==> config.mk <==
export PLATFORM = sky130hd
export DESIGN_NAME = wb_cmd_master_flat
export DESIGN_NICKNAME = d
export VERILOG_FILES = /design/src/rtl/wb_cmd_master_if.sv /design/src/rtl/wb_cmd_master.sv /design/src/flat_wrapper.sv
export SDC_FILE = /design/constraint.sdc
export NUM_CORES = 1
export LEC_CHECK = 0
export BUFFER_PORTS_ARGS = -buffer_cell sky130_fd_sc_hd__buf_2
export CORE_ASPECT_RATIO = 2
export CORE_MARGIN = 10
export CORE_UTILIZATION = 47
export CTS_CLUSTER_DIAMETER = 50
export DETAILED_ROUTE_END_ITERATION = 10
export PLACE_DENSITY_LB_ADDON = 0.2
export SYNTH_ARGS = -nofsm -noshare
export SYNTH_HDL_FRONTEND = slang
export SYNTH_SLANG_ARGS = --single-unit
==> constraint.sdc <==
create_clock -name clk -period 1.94 [get_ports clk]
set_input_delay 0.388 -clock clk [delete_from_list [all_inputs] [get_ports clk]]
set_output_delay 0.388 -clock clk [all_outputs]
set_load 0.005 [all_outputs]
==> src/rtl/wb_cmd_master_if.sv <==
// Purpose : bundles the local command/response handshake and the Wishbone
//           master signals of wb_cmd_master into one interface.
// Ports   : master modport = DUT view (drives cmd_ready, rsp_*, wb_*_o);
//           slave modport  = environment view (drives cmd_*, rsp_ready, wb_*_i).
interface wb_cmd_master_if;
  // local command side
  logic        cmd_valid;
  logic        cmd_ready;
  logic        cmd_we;
  logic [31:0] cmd_adr;
  logic [31:0] cmd_dat;
  logic [3:0]  cmd_sel;
  // local response side
  logic        rsp_valid;
  logic        rsp_ready;
  logic [31:0] rsp_dat;
  logic        rsp_err;
  // Wishbone master side
  logic [31:0] wb_adr_o;
  logic [31:0] wb_dat_o;
  logic [31:0] wb_dat_i;
  logic        wb_we_o;
  logic [3:0]  wb_sel_o;
  logic        wb_stb_o;
  logic        wb_cyc_o;
  logic        wb_ack_i;

  modport master (
    input  cmd_valid, cmd_we, cmd_adr, cmd_dat, cmd_sel, rsp_ready, wb_dat_i, wb_ack_i,
    output cmd_ready, rsp_valid, rsp_dat, rsp_err,
           wb_adr_o, wb_dat_o, wb_we_o, wb_sel_o, wb_stb_o, wb_cyc_o
  );

  modport slave (
    output cmd_valid, cmd_we, cmd_adr, cmd_dat, cmd_sel, rsp_ready, wb_dat_i, wb_ack_i,
    input  cmd_ready, rsp_valid, rsp_dat, rsp_err,
           wb_adr_o, wb_dat_o, wb_we_o, wb_sel_o, wb_stb_o, wb_cyc_o
  );
endinterface

==> src/rtl/wb_cmd_master.sv <==
// Purpose : turns one local command into one single-beat Wishbone cycle and
//           returns read data or a timeout error as a held response.
// Latency : accept at N, cyc/stb from N+1, rsp_valid one cycle after ack/timeout.
// Backpr. : cmd_ready only in IDLE; response held until rsp_ready; one idle
//           cycle always separates bus cycles.
// Ports   : clk, reset (sync, active-high), bus (wb_cmd_master_if.master):
//           cmd_* request, rsp_* response, wb_* Wishbone master.
module wb_cmd_master #(
  parameter int unsigned TIMEOUT = 16   // wait cycles for ack, 1..255
) (
  input  logic             clk,
  input  logic             reset,
  wb_cmd_master_if.master  bus
);

  typedef enum logic [1:0] {
    IDLE = 2'd0,
    BUS  = 2'd1,
    RESP = 2'd2
  } state_t;

  localparam logic [7:0] TO_LAST = 8'(TIMEOUT - 1);

  state_t      state_q;
  logic [7:0]  wait_cnt_q;
  logic        cmd_ready_q;
  logic        rsp_valid_q;
  logic [31:0] rsp_dat_q;
  logic        rsp_err_q;
  logic [31:0] wb_adr_q;
  logic [31:0] wb_dat_q;
  logic        wb_we_q;
  logic [3:0]  wb_sel_q;
  logic        wb_cyc_q;

  logic        accept_d;

  // cmd_ready_q is only ever set while in IDLE, so this implies IDLE
  assign accept_d = bus.cmd_valid & cmd_ready_q;

  always_ff @(posedge clk) begin
    if (reset) begin
      state_q     <= IDLE;
      wait_cnt_q  <= '0;
      cmd_ready_q <= 1'b0;
      rsp_valid_q <= 1'b0;
      rsp_dat_q   <= '0;
      rsp_err_q   <= 1'b0;
      wb_adr_q    <= '0;
      wb_dat_q    <= '0;
      wb_we_q     <= 1'b0;
      wb_sel_q    <= '0;
      wb_cyc_q    <= 1'b0;
    end else begin
      case (state_q)
        IDLE: begin
          // first IDLE cycle after reset keeps cmd_ready low, then raises it
          cmd_ready_q <= 1'b1;
          if (accept_d) begin
            wb_we_q     <= bus.cmd_we;
            wb_adr_q    <= bus.cmd_adr;
            wb_dat_q    <= bus.cmd_dat;
            wb_sel_q    <= bus.cmd_sel;
            wait_cnt_q  <= '0;
            wb_cyc_q    <= 1'b1;
            cmd_ready_q <= 1'b0;
            state_q     <= BUS;
          end
        end
        BUS: begin
          if (bus.wb_ack_i) begin
            // ack beats a timeout landing in the same cycle
            wb_cyc_q    <= 1'b0;
            rsp_valid_q <= 1'b1;
            rsp_err_q   <= 1'b0;
            rsp_dat_q   <= wb_we_q ? 32'd0 : bus.wb_dat_i;
            state_q     <= RESP;
          end else begin
            wait_cnt_q <= wait_cnt_q + 8'd1;
            if (wait_cnt_q == TO_LAST) begin
              wb_cyc_q    <= 1'b0;
              rsp_valid_q <= 1'b1;
              rsp_err_q   <= 1'b1;
              rsp_dat_q   <= '0;
              state_q     <= RESP;
            end
          end
        end
        RESP: begin
          if (bus.rsp_ready) begin
            rsp_valid_q <= 1'b0;
            cmd_ready_q <= 1'b1;
            state_q     <= IDLE;
          end
        end
        default: begin
          state_q     <= IDLE;
          wb_cyc_q    <= 1'b0;
          rsp_valid_q <= 1'b0;
          cmd_ready_q <= 1'b0;
        end
      endcase
    end
  end

  assign bus.cmd_ready = cmd_ready_q;
  assign bus.rsp_valid = rsp_valid_q;
  assign bus.rsp_dat   = rsp_dat_q;
  assign bus.rsp_err   = rsp_err_q;
  assign bus.wb_adr_o  = wb_adr_q;
  assign bus.wb_dat_o  = wb_dat_q;
  assign bus.wb_we_o   = wb_we_q;
  assign bus.wb_sel_o  = wb_sel_q;
  // single-beat master: stb and cyc are always the same register
  assign bus.wb_cyc_o  = wb_cyc_q;
  assign bus.wb_stb_o  = wb_cyc_q;

endmodule

==> src/flat_wrapper.sv <==
// flat-port wrapper written by rule: the top's interface ports become plain ports
module wb_cmd_master_flat 
#(
  parameter int unsigned TIMEOUT = 16                                 
)
  (clk, reset, bus_cmd_valid, bus_cmd_we, bus_cmd_adr, bus_cmd_dat, bus_cmd_sel, bus_rsp_ready, bus_wb_dat_i, bus_wb_ack_i, bus_cmd_ready, bus_rsp_valid, bus_rsp_dat, bus_rsp_err, bus_wb_adr_o, bus_wb_dat_o, bus_wb_we_o, bus_wb_sel_o, bus_wb_stb_o, bus_wb_cyc_o);
  wb_cmd_master_if bus_i ();
  input  logic clk;
  input  logic reset;
  input wire logic [$bits(bus_i.cmd_valid)-1:0] bus_cmd_valid;
  input wire logic [$bits(bus_i.cmd_we)-1:0] bus_cmd_we;
  input wire logic [$bits(bus_i.cmd_adr)-1:0] bus_cmd_adr;
  input wire logic [$bits(bus_i.cmd_dat)-1:0] bus_cmd_dat;
  input wire logic [$bits(bus_i.cmd_sel)-1:0] bus_cmd_sel;
  input wire logic [$bits(bus_i.rsp_ready)-1:0] bus_rsp_ready;
  input wire logic [$bits(bus_i.wb_dat_i)-1:0] bus_wb_dat_i;
  input wire logic [$bits(bus_i.wb_ack_i)-1:0] bus_wb_ack_i;
  output wire logic [$bits(bus_i.cmd_ready)-1:0] bus_cmd_ready;
  output wire logic [$bits(bus_i.rsp_valid)-1:0] bus_rsp_valid;
  output wire logic [$bits(bus_i.rsp_dat)-1:0] bus_rsp_dat;
  output wire logic [$bits(bus_i.rsp_err)-1:0] bus_rsp_err;
  output wire logic [$bits(bus_i.wb_adr_o)-1:0] bus_wb_adr_o;
  output wire logic [$bits(bus_i.wb_dat_o)-1:0] bus_wb_dat_o;
  output wire logic [$bits(bus_i.wb_we_o)-1:0] bus_wb_we_o;
  output wire logic [$bits(bus_i.wb_sel_o)-1:0] bus_wb_sel_o;
  output wire logic [$bits(bus_i.wb_stb_o)-1:0] bus_wb_stb_o;
  output wire logic [$bits(bus_i.wb_cyc_o)-1:0] bus_wb_cyc_o;
  assign bus_i.cmd_valid = bus_cmd_valid;
  assign bus_i.cmd_we = bus_cmd_we;
  assign bus_i.cmd_adr = bus_cmd_adr;
  assign bus_i.cmd_dat = bus_cmd_dat;
  assign bus_i.cmd_sel = bus_cmd_sel;
  assign bus_i.rsp_ready = bus_rsp_ready;
  assign bus_i.wb_dat_i = bus_wb_dat_i;
  assign bus_i.wb_ack_i = bus_wb_ack_i;
  assign bus_cmd_ready = bus_i.cmd_ready;
  assign bus_rsp_valid = bus_i.rsp_valid;
  assign bus_rsp_dat = bus_i.rsp_dat;
  assign bus_rsp_err = bus_i.rsp_err;
  assign bus_wb_adr_o = bus_i.wb_adr_o;
  assign bus_wb_dat_o = bus_i.wb_dat_o;
  assign bus_wb_we_o = bus_i.wb_we_o;
  assign bus_wb_sel_o = bus_i.wb_sel_o;
  assign bus_wb_stb_o = bus_i.wb_stb_o;
  assign bus_wb_cyc_o = bus_i.wb_cyc_o;
  wb_cmd_master #(.TIMEOUT(TIMEOUT)) u_core (.clk(clk), .reset(reset), .bus(bus_i));
endmodule
==> results.cfg <==
[synth]
ys_types = 37
synthArstFlopShare = 0
netlist_top_cells_count = nand2_1 (141), dfxtp_1 (115), a21oi_1 (107), nor2b_1 (34), a22oi_1 (32)
synth_edf_count = 0
synth_seq_cells = 115
yosysWarnings = 0
syn_inst = 566
yosys.area.top_type = dfxtp_1
synth-seq-area-share = 0.4911
synth.avg_cell_area_um2 = 8.283
synth_most_common_cell = nand2_1
synthesis.nets = 673
synth_ff_type = dfxtp_1
synth_top_area_share = 0.4911
synthTopCellsByArea = dfxtp_1 (49%), a21oi_1 (11%), nand2_1 (11%)
syn_area_um2 = 4688

[setup_path]
critPathTopFamily = flip-flops
critPathArrivalTime_ps = 1970
cp-end-kind = flip-flop
start_kind = flip-flop
cp_slowest_cell = dfxtp_1
path_cells = or3b_1, a211oi_2, mux2i_1
r2r_slack_ps = 290
crit_required_ps = 2260
max_stage_delay_ps = 540
path_buf_inv = 0
cp_max_fo = 14
crit_type = reg -> reg

[sta]
setup_violations = 0
rsz0062_at_grt = false
final.min_clock_period_ps = 1650
skew_ps = 11.58
slew_headroom = 0.6162
tns_ps = 0
fmax_ghz = 0.6060
finalMaxSlewViolations = 0
worst_pin_slew_ps = 570.5
finalCritPeriodShare = 0.8506
finalHoldViolations = 0

[route]
drcViolationCount = 0
drt_iter0_markers = 177
wirelength_mm = 14.87
drtAntennaViolNets = 0
vias = 4712
wire_per_inst_um = 16.50
viasPerCell = 5.230
first_pass_iters = 5

[place]
dp.cells = 867
io_buffers = 211
hpwl_mm = 10.74
dpl_cell_area_um2 = 5738
gpl.final_weighted_congestion = 0.8461

[cts]
path_clk_slew_ps = 60
clock_latency_ps = 410
holdBufCountCts = 0
h-tree-depth = 4
ctsResizeCount = 0
root_buffer = clkbuf_16
cts_buffers = 17
post_cts.repair.setup_buffers = 0
clockBufferDepth = 2
cts.sinks = 115
cts_tree = built

[floorplan]
die_h_um = 161.2
rows = 51
num_io_pins = 212
dieWidth_um = 90.62
start_util = 0.4802
core_um2 = 9763
dieArea_um2 = 14610

[grt]
grt_use_total = 0.1964
grt_pass1_vias = 4770
grt.overflow.total = 0
antenna_found_initial = 2
grt_pass1_wl_mm = 23.77
grt_max_degree = 68

[final_layout]
finalNonFillerCells = 901
area_growth_pct = 36.88
post-route-util = 0.6573
nNetsFinal = 861
fin_area_um2 = 6417
drive_gt1_frac = 0.3390

[outcome]
status = completed

[pwr]
power_leakage_nw = 2.783
vdd_ir_drop_max_v = 0.0006709
p_per_area_nw_per_um2 = 1047

[worst_hold_path]
hold_class = in -> reg

[run]
cap_violations = 0
[power by group]
part	switching (mW)	internal, mW	total (mW)
combinational	0.332	0.282	0.614
clock	1.12	2.44	3.56
sequential	0.0695	2.48	2.55
total	1.52	5.20	6.72
[state kept, by name, summed over array words and instances, names as in the netlist]
register / cells
u_core.bus.rsp_err: 1
u_core.bus.wb_cyc_o: 1
u_core.bus.wb_we_o: 1
u_core.bus.cmd_ready: 1
u_core.bus.wb_sel_o: 4
u_core.state_q: 2
u_core.bus.wb_dat_o: 32
u_core.bus.wb_adr_o: 32
u_core.bus.rsp_dat: 32
u_core.wait_cnt_q: 8
u_core.bus.rsp_valid: 1
[kinds of logic (layout without fill, tap and decap cells)]
group           after synthesis  count (layout)  synth area share
simple gates                205             205            0.2012
compound gates              187             187            0.2268
flops                       115             115            0.4911
buf+inv                      53             254           0.06779
mux                           4               4          0.008541
fa+ha+maj                     1               1          0.002668
xor+xnor                      1               1          0.001869
other cells                   0               2                 0
[metrics by stage]
stage	hold WS (ps)	power, mW	setup slack, ps
floorplan	452.7	2.922	547.8
global placement	439.1	3.193	363.4
detailed placement	443.8	3.214	289.4
CTS	194.8	6.777	301.1
global route	203.9	6.955	148.1
finish	209.5	6.718	289.9
[metal layers]
metal	routed length, um	track usage	up-vias
li1	-	-	2310
met1	5429	0.1967	2169
met2	7658	0.3355	204
met3	1433	0.09146	29
met5	0	0	-
met4	351	0.09243	0
[tightest hold or removal path, stage by stage]
cell and delay, ps:
buf_2 90, nand2_1 40, a21oi_1 50
[layout by cell type, fill, tap and decap left out, drive strengths merged, types with 2 or more instances in the layout]
| master | n |
|---|---|
| o21ai | 38 |
| inv | 2 |
| buf | 220 |
| dfxtp | 115 |
| nor2 | 3 |
| nand2 | 141 |
| nand2b | 2 |
| nor3b | 2 |
| clkinvlp | 2 |
| clkinv | 5 |
| nor4bb | 2 |
| mux2i | 4 |
| a22oi | 32 |
| bufinv | 6 |
| diode | 2 |
| or3 | 4 |
| clkbuf | 19 |
| nand3 | 9 |
| a21oi | 107 |
| nor2b | 34 |
| a211oi | 5 |
[path summary, 6_finish.rpt]
| path | cells after the start | startpoint | end |
|---|---|---|---|
| max reg2reg | 3 | u_core.state_q[0] | u_core.wait_cnt_q[7] |
| max | 3 | u_core.state_q[0] | u_core.wait_cnt_q[7] |
| min reg2reg | 2 | u_core.bus.wb_adr_o[9] | u_core.bus.wb_adr_o[9] |
| min | 3 | bus_cmd_adr[18] | u_core.bus.wb_adr_o[18] |
[cell type report]
class | count | area [um^2]
Fill cell | 862 | 3346
Sequential cell | 115 | 2302
Multi-Input combinational cell | 398 | 2100
Timing Repair Buffer | 220 | 1164
Clock buffer | 19 | 442.9
Clock inverter | 13 | 231.5
Tap cell | 132 | 165.2
Inverter | 2 | 7.507
Antenna cell | 2 | 5.005
Power figures use the tool's default switching activity.
